**src/rtl/video_pkg.sv**
```systemverilog
// rtl/video_pkg.sv - shared phase constants, CPU arbiter states and fetch address helper
package video_pkg;

   localparam int VRAM_AW = 14;

   localparam logic [2:0] PH_CHAR_A = 3'd0;
   localparam logic [2:0] PH_ATTR_A = 3'd1;
   localparam logic [2:0] PH_ATTR_D = 3'd2;
   localparam logic [2:0] PH_LAST   = 3'd7;

   typedef enum logic [1:0] {
      CPU_IDLE,
      CPU_PENDING,
      CPU_DONE
   } cpu_state_t;

   // Graphics mode interleaves the two scanline banks on row_addr bit 0.
   function automatic logic [VRAM_AW-1:0] fetch_base(input logic gfx, input logic ma_hi,
                                                     input logic [11:0] ma_lo, input logic ra0);
      return gfx ? {ra0, ma_lo, 1'b0} : {ma_hi, ma_lo, 1'b0};
   endfunction

endpackage

```
**src/rtl/vram_phase_gen.sv**
```systemverilog
// rtl/vram_phase_gen.sv - 8-phase character-clock sequencer with CRTC divclk and CPU slot decode
module vram_phase_gen
   import video_pkg::*;
#(
   parameter int CPU_SLOT = 4
) (
   input  logic       clk,
   input  logic       reset,
   output logic [2:0] phase,
   output logic       crtc_ce,
   output logic       cpu_slot
);

   always_ff @(posedge clk or posedge reset) begin
      if (reset) begin
         phase <= 3'd0;
      end else begin
         phase <= phase + 3'd1;
      end
   end

   assign crtc_ce  = (phase == PH_LAST);
   assign cpu_slot = (phase == 3'(CPU_SLOT));

endmodule

```
**src/rtl/vram_arbiter.sv**
```systemverilog
// rtl/vram_arbiter.sv - time-division VRAM arbiter between CRTC char/attr fetch and CPU accesses
module vram_arbiter
   import video_pkg::*;
#(
   parameter int ADDR_WIDTH = VRAM_AW,
   parameter int CPU_SLOT   = 4
) (
   input  logic                  clk,
   input  logic                  reset,
   output logic                  crtc_ce,
   input  logic [13:0]           crtc_ma,
   input  logic [4:0]            crtc_ra,
   input  logic                  gfx_mode,
   output logic [7:0]            char_q,
   output logic [7:0]            attr_q,
   output logic                  fetch_valid,
   input  logic                  cpu_req,
   input  logic                  cpu_we,
   input  logic [ADDR_WIDTH-1:0] cpu_addr,
   input  logic [7:0]            cpu_din,
   output logic [7:0]            cpu_dout,
   output logic                  cpu_ready,
   output logic [ADDR_WIDTH-1:0] ram_addr,
   output logic                  ram_we,
   output logic [7:0]            ram_din,
   input  logic [7:0]            ram_dout
);

   logic [2:0]            phase;
   logic                  ph_slot;
   cpu_state_t            state;
   logic [ADDR_WIDTH-1:0] lat_addr;
   logic                  lat_we;
   logic [7:0]            lat_din;
   logic                  req_armed;
   logic [7:0]            char_hold;
   logic [7:0]            attr_hold;
   logic [7:0]            cpu_dout_q;
   logic [ADDR_WIDTH-1:0] ram_addr_q;
   logic [7:0]            ram_din_q;
   logic [ADDR_WIDTH-1:0] ram_addr_c;
   logic [ADDR_WIDTH-1:0] base;
   logic                  unused_bits;

   vram_phase_gen #(.CPU_SLOT(CPU_SLOT)) u_phase (
      .clk      (clk),
      .reset    (reset),
      .phase    (phase),
      .crtc_ce  (crtc_ce),
      .cpu_slot (ph_slot)
   );

   assign base        = ADDR_WIDTH'(fetch_base(gfx_mode, crtc_ma[12], crtc_ma[11:0], crtc_ra[0]));
   assign unused_bits = ^{crtc_ma[13], crtc_ra[4:1]};

   // Idle phases keep the previous address on the bus rather than glitching it.
   always_comb begin
      ram_addr_c = ram_addr_q;
      ram_we     = 1'b0;
      ram_din    = ram_din_q;
      if (phase == PH_CHAR_A) begin
         ram_addr_c = base;
      end else if (phase == PH_ATTR_A) begin
         ram_addr_c = base + ADDR_WIDTH'(1);
      end else if (ph_slot && state == CPU_PENDING) begin
         ram_addr_c = lat_addr;
         ram_we     = lat_we;
         ram_din    = lat_din;
      end
   end

   assign ram_addr    = reset ? '0 : ram_addr_c;
   assign fetch_valid = crtc_ce;
   assign cpu_ready   = (state == CPU_DONE);
   assign cpu_dout    = (state == CPU_DONE && !lat_we) ? ram_dout : cpu_dout_q;

   always_ff @(posedge clk or posedge reset) begin
      if (reset) begin
         state      <= CPU_IDLE;
         lat_addr   <= '0;
         lat_we     <= 1'b0;
         lat_din    <= 8'd0;
         req_armed  <= 1'b1;
         char_hold  <= 8'd0;
         attr_hold  <= 8'd0;
         char_q     <= 8'd0;
         attr_q     <= 8'd0;
         cpu_dout_q <= 8'd0;
         ram_addr_q <= '0;
         ram_din_q  <= 8'd0;
      end else begin
         ram_addr_q <= ram_addr_c;
         ram_din_q  <= ram_din;
         if (phase == PH_ATTR_A) char_hold <= ram_dout;
         if (phase == PH_ATTR_D) attr_hold <= ram_dout;
         // Load on the edge into phase 7 so the new bytes coincide with crtc_ce.
         if (phase == PH_LAST - 3'd1) begin
            char_q <= char_hold;
            attr_q <= attr_hold;
         end
         if (!cpu_req) req_armed <= 1'b1;
         case (state)
            CPU_IDLE: begin
               if (cpu_req && req_armed) begin
                  lat_addr <= cpu_addr;
                  lat_we   <= cpu_we;
                  lat_din  <= cpu_din;
                  state    <= CPU_PENDING;
               end
            end
            CPU_PENDING: begin
               if (ph_slot) state <= CPU_DONE;
            end
            CPU_DONE: begin
               if (!lat_we) cpu_dout_q <= ram_dout;
               req_armed <= ~cpu_req;
               state     <= CPU_IDLE;
            end
            default: state <= CPU_IDLE;
         endcase
      end
   end

endmodule

```
**config.mk**
```make
export PLATFORM = sky130hd
export DESIGN_NAME = vram_arbiter
export DESIGN_NICKNAME = d
export VERILOG_FILES = /design/src/rtl/video_pkg.sv /design/src/rtl/vram_phase_gen.sv /design/src/rtl/vram_arbiter.sv
export SDC_FILE = /design/constraint.sdc
export NUM_CORES = 1
export LEC_CHECK = 0
export CAP_MARGIN = 20
export CORE_AREA = 2 2 124 78
export DETAILED_ROUTE_END_ITERATION = 12
export DIE_AREA = 0 0 126 80
export GPL_TIMING_DRIVEN = 1
export PLACE_DENSITY = 0.74
export SETUP_SLACK_MARGIN = 0.2
export SLEW_MARGIN = 0
export SYNTH_ARGS = -nofsm -noshare
export SYNTH_HDL_FRONTEND = slang
export SYNTH_SLANG_ARGS = --single-unit
```
**constraint.sdc**
```tcl
create_clock -name clk -period 2.8 [get_ports clk]
set_input_delay 0.42 -clock clk [delete_from_list [all_inputs] [get_ports clk]]
set_output_delay 0.42 -clock clk [all_outputs]
set_load 0.01 [all_outputs]
```
Word level (Yosys, flattened, before mapping). Cells that the tools add are included.

Bits in registers: 91. Input bits: 54. Output and inout bits: 50. Word-level logic and storage cells: 53.

Add/subtract/negate cells: 2. Equality and inequality tests: 10. Mux-type cells: 17. Bitwise gates (word level): 2. Reduce and logical (&&, ||, !) cells: 9.

Operator list (number): 14-bit two-way mux (5); 8-bit two-way mux (4); 14-bit by 1-bit adder with 14-bit output, second input constant (1); 3-bit == test, second input constant (3); 2-bit AND reduction (3); 1-bit two-way mux (5); 2-bit two-way mux (2); 2-bit inequality test, second input constant (2); 2-bit one-hot mux with 2 select lines (1); 3-bit by 1-bit adder with 3-bit output, second input constant (1); 3-bit by 1-bit == test with 1-bit output, second input constant (1); 3-bit by 2-bit == test with 1-bit output, second input constant (1); 1-bit logical AND (3); 3-bit zero test (1); 2-bit by 1-bit == test with 1-bit output, second input constant (1); 2-bit == test, second input constant (1); 2-bit zero test (1); 2-bit by 1-bit inequality test with 1-bit output, second input constant (1); 1-bit inverter (2); 1-bit zero test (1).

Longest topological paths before layout.
Depth after elaboration: 6. Depth in mapped cells: 6. Depth with buffers taken out: 5.

By module. Synthesis repeated with hierarchy kept, for this count alone.

Cell total of the unflattened synthesis: 271. Area, all modules: 3829.9 um^2.

By module, submodules not included: vram_arbiter (times used 1, cells an instance 261, area an instance 3699.8 um^2); vram_phase_gen (times used 1, cells an instance 10, area an instance 130.1 um^2).

Worst setup path after synthesis. No wires, ideal clock.

Path type: reg-to-output. Start: reg u_phase.phase[0]. End: out ram_addr[8]. Arrival: 1.530 ns. Data required time: 2.380 ns. Slack: 0.850 ns. Stages on the path, launching flop included: 7. Path buffers: 1. Cells stage by stage: dfrtp_1 inv_1 ha_1 and3b_1 buf_4 a221oi_2 nor3_1.

Word-level cells in the longest chain between the ends: 6.

RTL lines: start: declaration (RTL line vram_phase_gen.sv:9) `output logic [2:0] phase,`; start signal: assignment (RTL line vram_phase_gen.sv:18) `phase <= phase + 3'd1;`; 3-bit == test (RTL line vram_phase_gen.sv:23) `assign cpu_slot = (phase == 3'(CPU_SLOT));`; 1-bit logical AND (RTL line vram_arbiter.sv:65) `end else if (ph_slot && state == CPU_PENDING) begin`; 14-bit two-way mux (RTL line vram_arbiter.sv:65); 14-bit two-way mux (RTL line vram_arbiter.sv:63) `end else if (phase == PH_ATTR_A) begin`; 14-bit two-way mux (*) (RTL line vram_arbiter.sv:61) `if (phase == PH_CHAR_A) begin`; 14-bit two-way mux (*) (RTL line vram_arbiter.sv:72) `assign ram_addr = reset ? '0 : ram_addr_c;`; end: declaration (RTL line vram_arbiter.sv:23) `output logic [ADDR_WIDTH-1:0] ram_addr,`.

Mark *: on every way between the ends. The rest lies on a longest branch, timed or not.

Worst setup path in the final report.
Start: reg u_phase.phase[0]. End: out ram_din[1].

Word-level cells in the longest chain between the ends: 5.

RTL lines: 3-bit == test (RTL line vram_phase_gen.sv:23); 1-bit logical AND (RTL line vram_arbiter.sv:65); 8-bit two-way mux (RTL line vram_arbiter.sv:65); 8-bit two-way mux (RTL line vram_arbiter.sv:63); 8-bit two-way mux (*) (RTL line vram_arbiter.sv:61); end: declaration (RTL line vram_arbiter.sv:25) `output logic [7:0] ram_din,`.

Marks and branches as above.

==> impl_metrics.xml <==
<?xml version="1.0" encoding="UTF-8"?>
<metrics>
  <group name="global_routing">
    <metric name="grt_first_pass_wirelength" unit="µm">13400</metric>
    <metric name="grt_max_degree" unit="">55</metric>
    <metric name="globalRouteMet1Util" unit="">0.228</metric>
    <metric name="vias_in_the_first_global_route" unit="">2658</metric>
    <metric name="busiest_layer" unit="">met2</metric>
    <metric name="gr-usage-met2" unit="">0.275</metric>
    <metric name="grt_antenna_before_repair" unit="">0</metric>
    <metric name="global_route.usage.met3" unit="">0.0516</metric>
    <metric name="gr-total-overflow" unit="">0</metric>
    <metric name="global_route.usage.total" unit="">0.174</metric>
  </group>
  <group name="setup_path">
    <metric name="timing.critical_path.cells" unit="">inv_2 &gt; ha_4 &gt; nand4b_4 &gt; buf_6 &gt; mux2_2 &gt; clkdlybuf4s50_1</metric>
    <metric name="worst-endpoint-arrival" unit="ns">2.11</metric>
    <metric name="rrSetupSlack" unit="ns">0.97</metric>
    <metric name="timing.critical_path.slowest_stage_cell" unit="">clkdlybuf4s50_1</metric>
    <metric name="cpPeakStageDelay" unit="ns">0.53</metric>
    <metric name="critical_path.max_fanout" unit="">8</metric>
    <metric name="start_kind" unit="">flop</metric>
    <metric name="crit_path_end_kind" unit="">primary output</metric>
    <metric name="required" unit="ns">2.38</metric>
    <metric name="timing_worst_setup_path_type" unit="">flop to primary output</metric>
  </group>
  <group name="sta">
    <metric name="setup_viol_count_final" unit="">0</metric>
    <metric name="timing.final.max_slew_violations" unit="">0</metric>
    <metric name="rsz0062_at_grt" unit="">true</metric>
    <metric name="maxClockFrequency" unit="MHz">395</metric>
    <metric name="finalSetupTns" unit="ns">0</metric>
    <metric name="final_min_period_over_clock_period" unit="">0.904</metric>
    <metric name="worst_pin_slew" unit="ns">0.764</metric>
    <metric name="maxSlewHeadroom" unit="">0.490</metric>
    <metric name="layout_min_cycle_time" unit="ns">2.53</metric>
    <metric name="timing.clock.skew" unit="ns">0.00530</metric>
    <metric name="final_hold_viol_count" unit="">0</metric>
  </group>
  <group name="layout">
    <metric name="multiInputGateArea" unit="µm²">1420</metric>
    <metric name="post-route-util" unit="">0.590</metric>
    <metric name="area_growth_from_synthesis_to_layout" unit="%">41.1</metric>
    <metric name="diodes" unit="">0</metric>
    <metric name="drive_above_1_share" unit="">0.342</metric>
    <metric name="final_nets" unit="">431</metric>
    <metric name="final.fill_count" unit="">746</metric>
    <metric name="final_design_area_no_fill" unit="µm²">5270</metric>
    <metric name="final-seq-area" unit="µm²">2280</metric>
  </group>
  <group name="cts">
    <metric name="clkTransAtPathRegs" unit="ns">0.07</metric>
    <metric name="worstSkewPairLatency" unit="ns">0.34</metric>
    <metric name="htreeDepth" unit="">3</metric>
    <metric name="buffer_cell_driving_the_clock_tree_root" unit="">clkbuf_16</metric>
    <metric name="cts_made_buffers" unit="">9</metric>
    <metric name="cts_tree" unit="">done</metric>
    <metric name="cts.sinks" unit="">91</metric>
    <metric name="largest_buffer_count_on_any_clock_path" unit="">2</metric>
  </group>
  <group name="pwr">
    <metric name="clock_power_share" unit="">0.292</metric>
    <metric name="highest_ir_drop_seen_on_vdd" unit="V">0.000306</metric>
    <metric name="seq_power_share" unit="">0.473</metric>
    <metric name="internal_power" unit="W">0.00282</metric>
    <metric name="total_net_switching_power" unit="W">0.00101</metric>
    <metric name="power.static_leakage" unit="nW">2.34</metric>
    <metric name="power.density" unit="nW/µm²">727</metric>
    <metric name="power.switching_fraction" unit="">0.264</metric>
    <metric name="share_comb_of_total_power" unit="">0.236</metric>
  </group>
  <group name="floorplan">
    <metric name="placementRows" unit="">27</metric>
    <metric name="floorplan.core_area" unit="µm²">8920</metric>
    <metric name="top_level_ports" unit="">104</metric>
    <metric name="die_boundary_height" unit="µm">80</metric>
    <metric name="starting_utilization_of_the_core_area" unit="">0.418</metric>
    <metric name="die_w" unit="µm">126</metric>
    <metric name="die_area" unit="µm²">10100</metric>
  </group>
  <group name="logic_synthesis">
    <metric name="synth-edff-count" unit="">0</metric>
    <metric name="synth_async_reset_ratio" unit="">1.00</metric>
    <metric name="synth_compound_gate_area_share" unit="">0.0590</metric>
    <metric name="synth_sequential_area_ratio" unit="">0.611</metric>
    <metric name="netlist_top_cells_area" unit="">dfrtp_1 (60%), mux2_2 (21%), a221oi_2 (3.6%)</metric>
    <metric name="synth.most_common_cell" unit="">dfrtp_1</metric>
    <metric name="synthesis.nets" unit="">318</metric>
    <metric name="synthXorXnorAreaFrac" unit="">0</metric>
    <metric name="netlist_top_cells_count" unit="">dfrtp_1 (90), mux2_2 (71), nor2_1 (24), nor3_1 (12), a221oi_2 (9)</metric>
    <metric name="synth_top_area_share" unit="">0.604</metric>
    <metric name="post-synth-top-area-cell" unit="">dfrtp_1</metric>
    <metric name="synth-adder-area-share" unit="">0.0168</metric>
    <metric name="combinational_family_with_the_most_area_after_synthesis" unit="">multiplexers</metric>
    <metric name="netlist_instances" unit="">259</metric>
    <metric name="synth.lib_cells_used.distinct" unit="">27</metric>
    <metric name="synth.cell_area" unit="µm²">3730</metric>
    <metric name="synth.ff_latch_count" unit="">91</metric>
    <metric name="postSynthAreaPerCell" unit="µm²">14.4</metric>
    <metric name="synthesis.yosys.warnings" unit="">0</metric>
    <metric name="ys.flop_type" unit="">dfrtp_1</metric>
    <metric name="post_synth_mux_area_share" unit="">0.220</metric>
    <metric name="synth-simple-area-share" unit="">0.0671</metric>
  </group>
  <group name="placement">
    <metric name="dpl_cell_area" unit="µm²">4900</metric>
    <metric name="gpl.final_weighted_congestion" unit="">0.836</metric>
    <metric name="port_buffers" unit="">98</metric>
    <metric name="dp_hpwl" unit="µm">5770</metric>
  </group>
  <group name="flow_run">
    <metric name="drv.max_cap_violation_count" unit="">0</metric>
  </group>
  <group name="drt">
    <metric name="detail-route-antenna-nets" unit="">0</metric>
    <metric name="drc_errors" unit="">0</metric>
    <metric name="detailroute.via_count" unit="">2458</metric>
    <metric name="number_of_search_and_repair_iterations_in_the_first_detailed_routing_pass" unit="">4</metric>
    <metric name="drt-total-wl" unit="µm">8150</metric>
    <metric name="dr.first_iter.drc_count" unit="">69</metric>
    <metric name="routed_via_density" unit="">4.99</metric>
    <metric name="route.detailed.wl_per_inst" unit="µm">16.5</metric>
  </group>
  <group name="outcome">
    <metric name="outcome" unit="">completed</metric>
  </group>
  <group name="min_path">
    <metric name="hold_path.class" unit="">flop to flop</metric>
  </group>
</metrics>
## metrics by stage
stage / cells / total power (W) / hold slack, ns / setup slack, ns
final: 493 / 0.00383 / 0.468 / 0.270
after global routing: 493 / 0.00403 / 0.506 / 0.191
after CTS: 487 / 0.00386 / 0.466 / 0.185
after detailed placement: 471 / 0.00276 / 0.456 / 0.121
after global placement: 471 / 0.00271 / 0.445 / 0.224
after floorplan: 259 / 0.00228 / 0.439 / 0.850
## final cells by class
class / count / area share
multi-input combinational: 149 / 0.269
tap: 116 / 0.0276
sequential: 91 / 0.433
inverter: 6 / 0.00499
clock buffer: 9 / 0.0428
clock inverter: 7 / 0.00974
timing repair buffer: 115 / 0.213
## worst max-delay path: cells and delay by family (launching register included)
kind | cells | cell delay (ns)
and+or+nand+nor | 1 | 0.14
adders and majority gates | 1 | 0.19
DFF | 1 | 0.41
muxes | 1 | 0.23
buffers and inverters | 3 | 0.80
## power groups by stage
stage	sequential, W	clock (W)	combinational [W]
detailed placement	0.00183	0	0.000921
global placement	0.00182	0	0.000895
global route	0.00185	0.00121	0.000977
finish	0.00181	0.00112	0.000902
CTS	0.00182	0.00115	0.000890
floorplan	0.00178	0	0.000499
## layer usage
| layer | share of wire | vias to the layer above |
|---|---|---|
| li1 | - | 1149 |
| met1 | 0.47 | 1232 |
| met2 | 0.46 | 68 |
| met3 | 0.051 | 9 |
| met4 | 0.014 | 0 |
| met5 | 0 | - |
## final timing paths
path | from | end | depth (start not counted)
setup / recovery | u_phase.phase[0] | ram_din[1] | 6
hold / removal | req_armed | req_armed | 2
setup reg to reg | u_phase.phase[1] | attr_q[1] | 4
hold reg to reg | req_armed | req_armed | 2
max in group asynchronous | reset | char_q[4] | 3
min in group asynchronous | reset | u_phase.phase[2] | 3
## cell usage in the layout, fill, tap and decap left out, types with 4 or more instances in the layout
master            n
dlygate4sd2_1    20
mux2_2           71
ha_1              4
clkbuf_16         9
nor3_1           12
a221oi_2         12
nor2_1           24
clkdlybuf4s50_1  77
dfrtp_1          89
nand2_1           5
buf_4            12
## state kept, by name, summed over array words and instances, names as in the netlist
signal         flops
attr_hold          8
attr_q             8
char_hold          8
char_q             8
cpu_dout_q         8
lat_addr          14
lat_din            8
lat_we             1
ram_addr_q        14
ram_din_q          8
req_armed          1
state              2
u_phase.phase      3
## kinds of logic (layout without fill, tap and decap cells)
| family | count (synthesis) | after routing |
|---|---|---|
| adders and majority gates | 5 | 5 |
| DFF | 91 | 91 |
| muxes | 73 | 73 |
| and+or+nand+nor | 51 | 51 |
| buffers and inverters | 19 | 137 |
| AOI/OAI and AO/OA | 20 | 20 |
## timing repair
| action | CTS | global route |
|---|---|---|
| resized for setup | 33 | 3 |
| setup endpoints to repair | 31 | 24 |
| hold buffers | 0 | 0 |
| endpoints found under the hold margin | 0 | 0 |
| setup buffers | 0 | 6 |
| pin swaps | 1 | 1 |
Note: power is estimated with default switching activity, not from simulation.
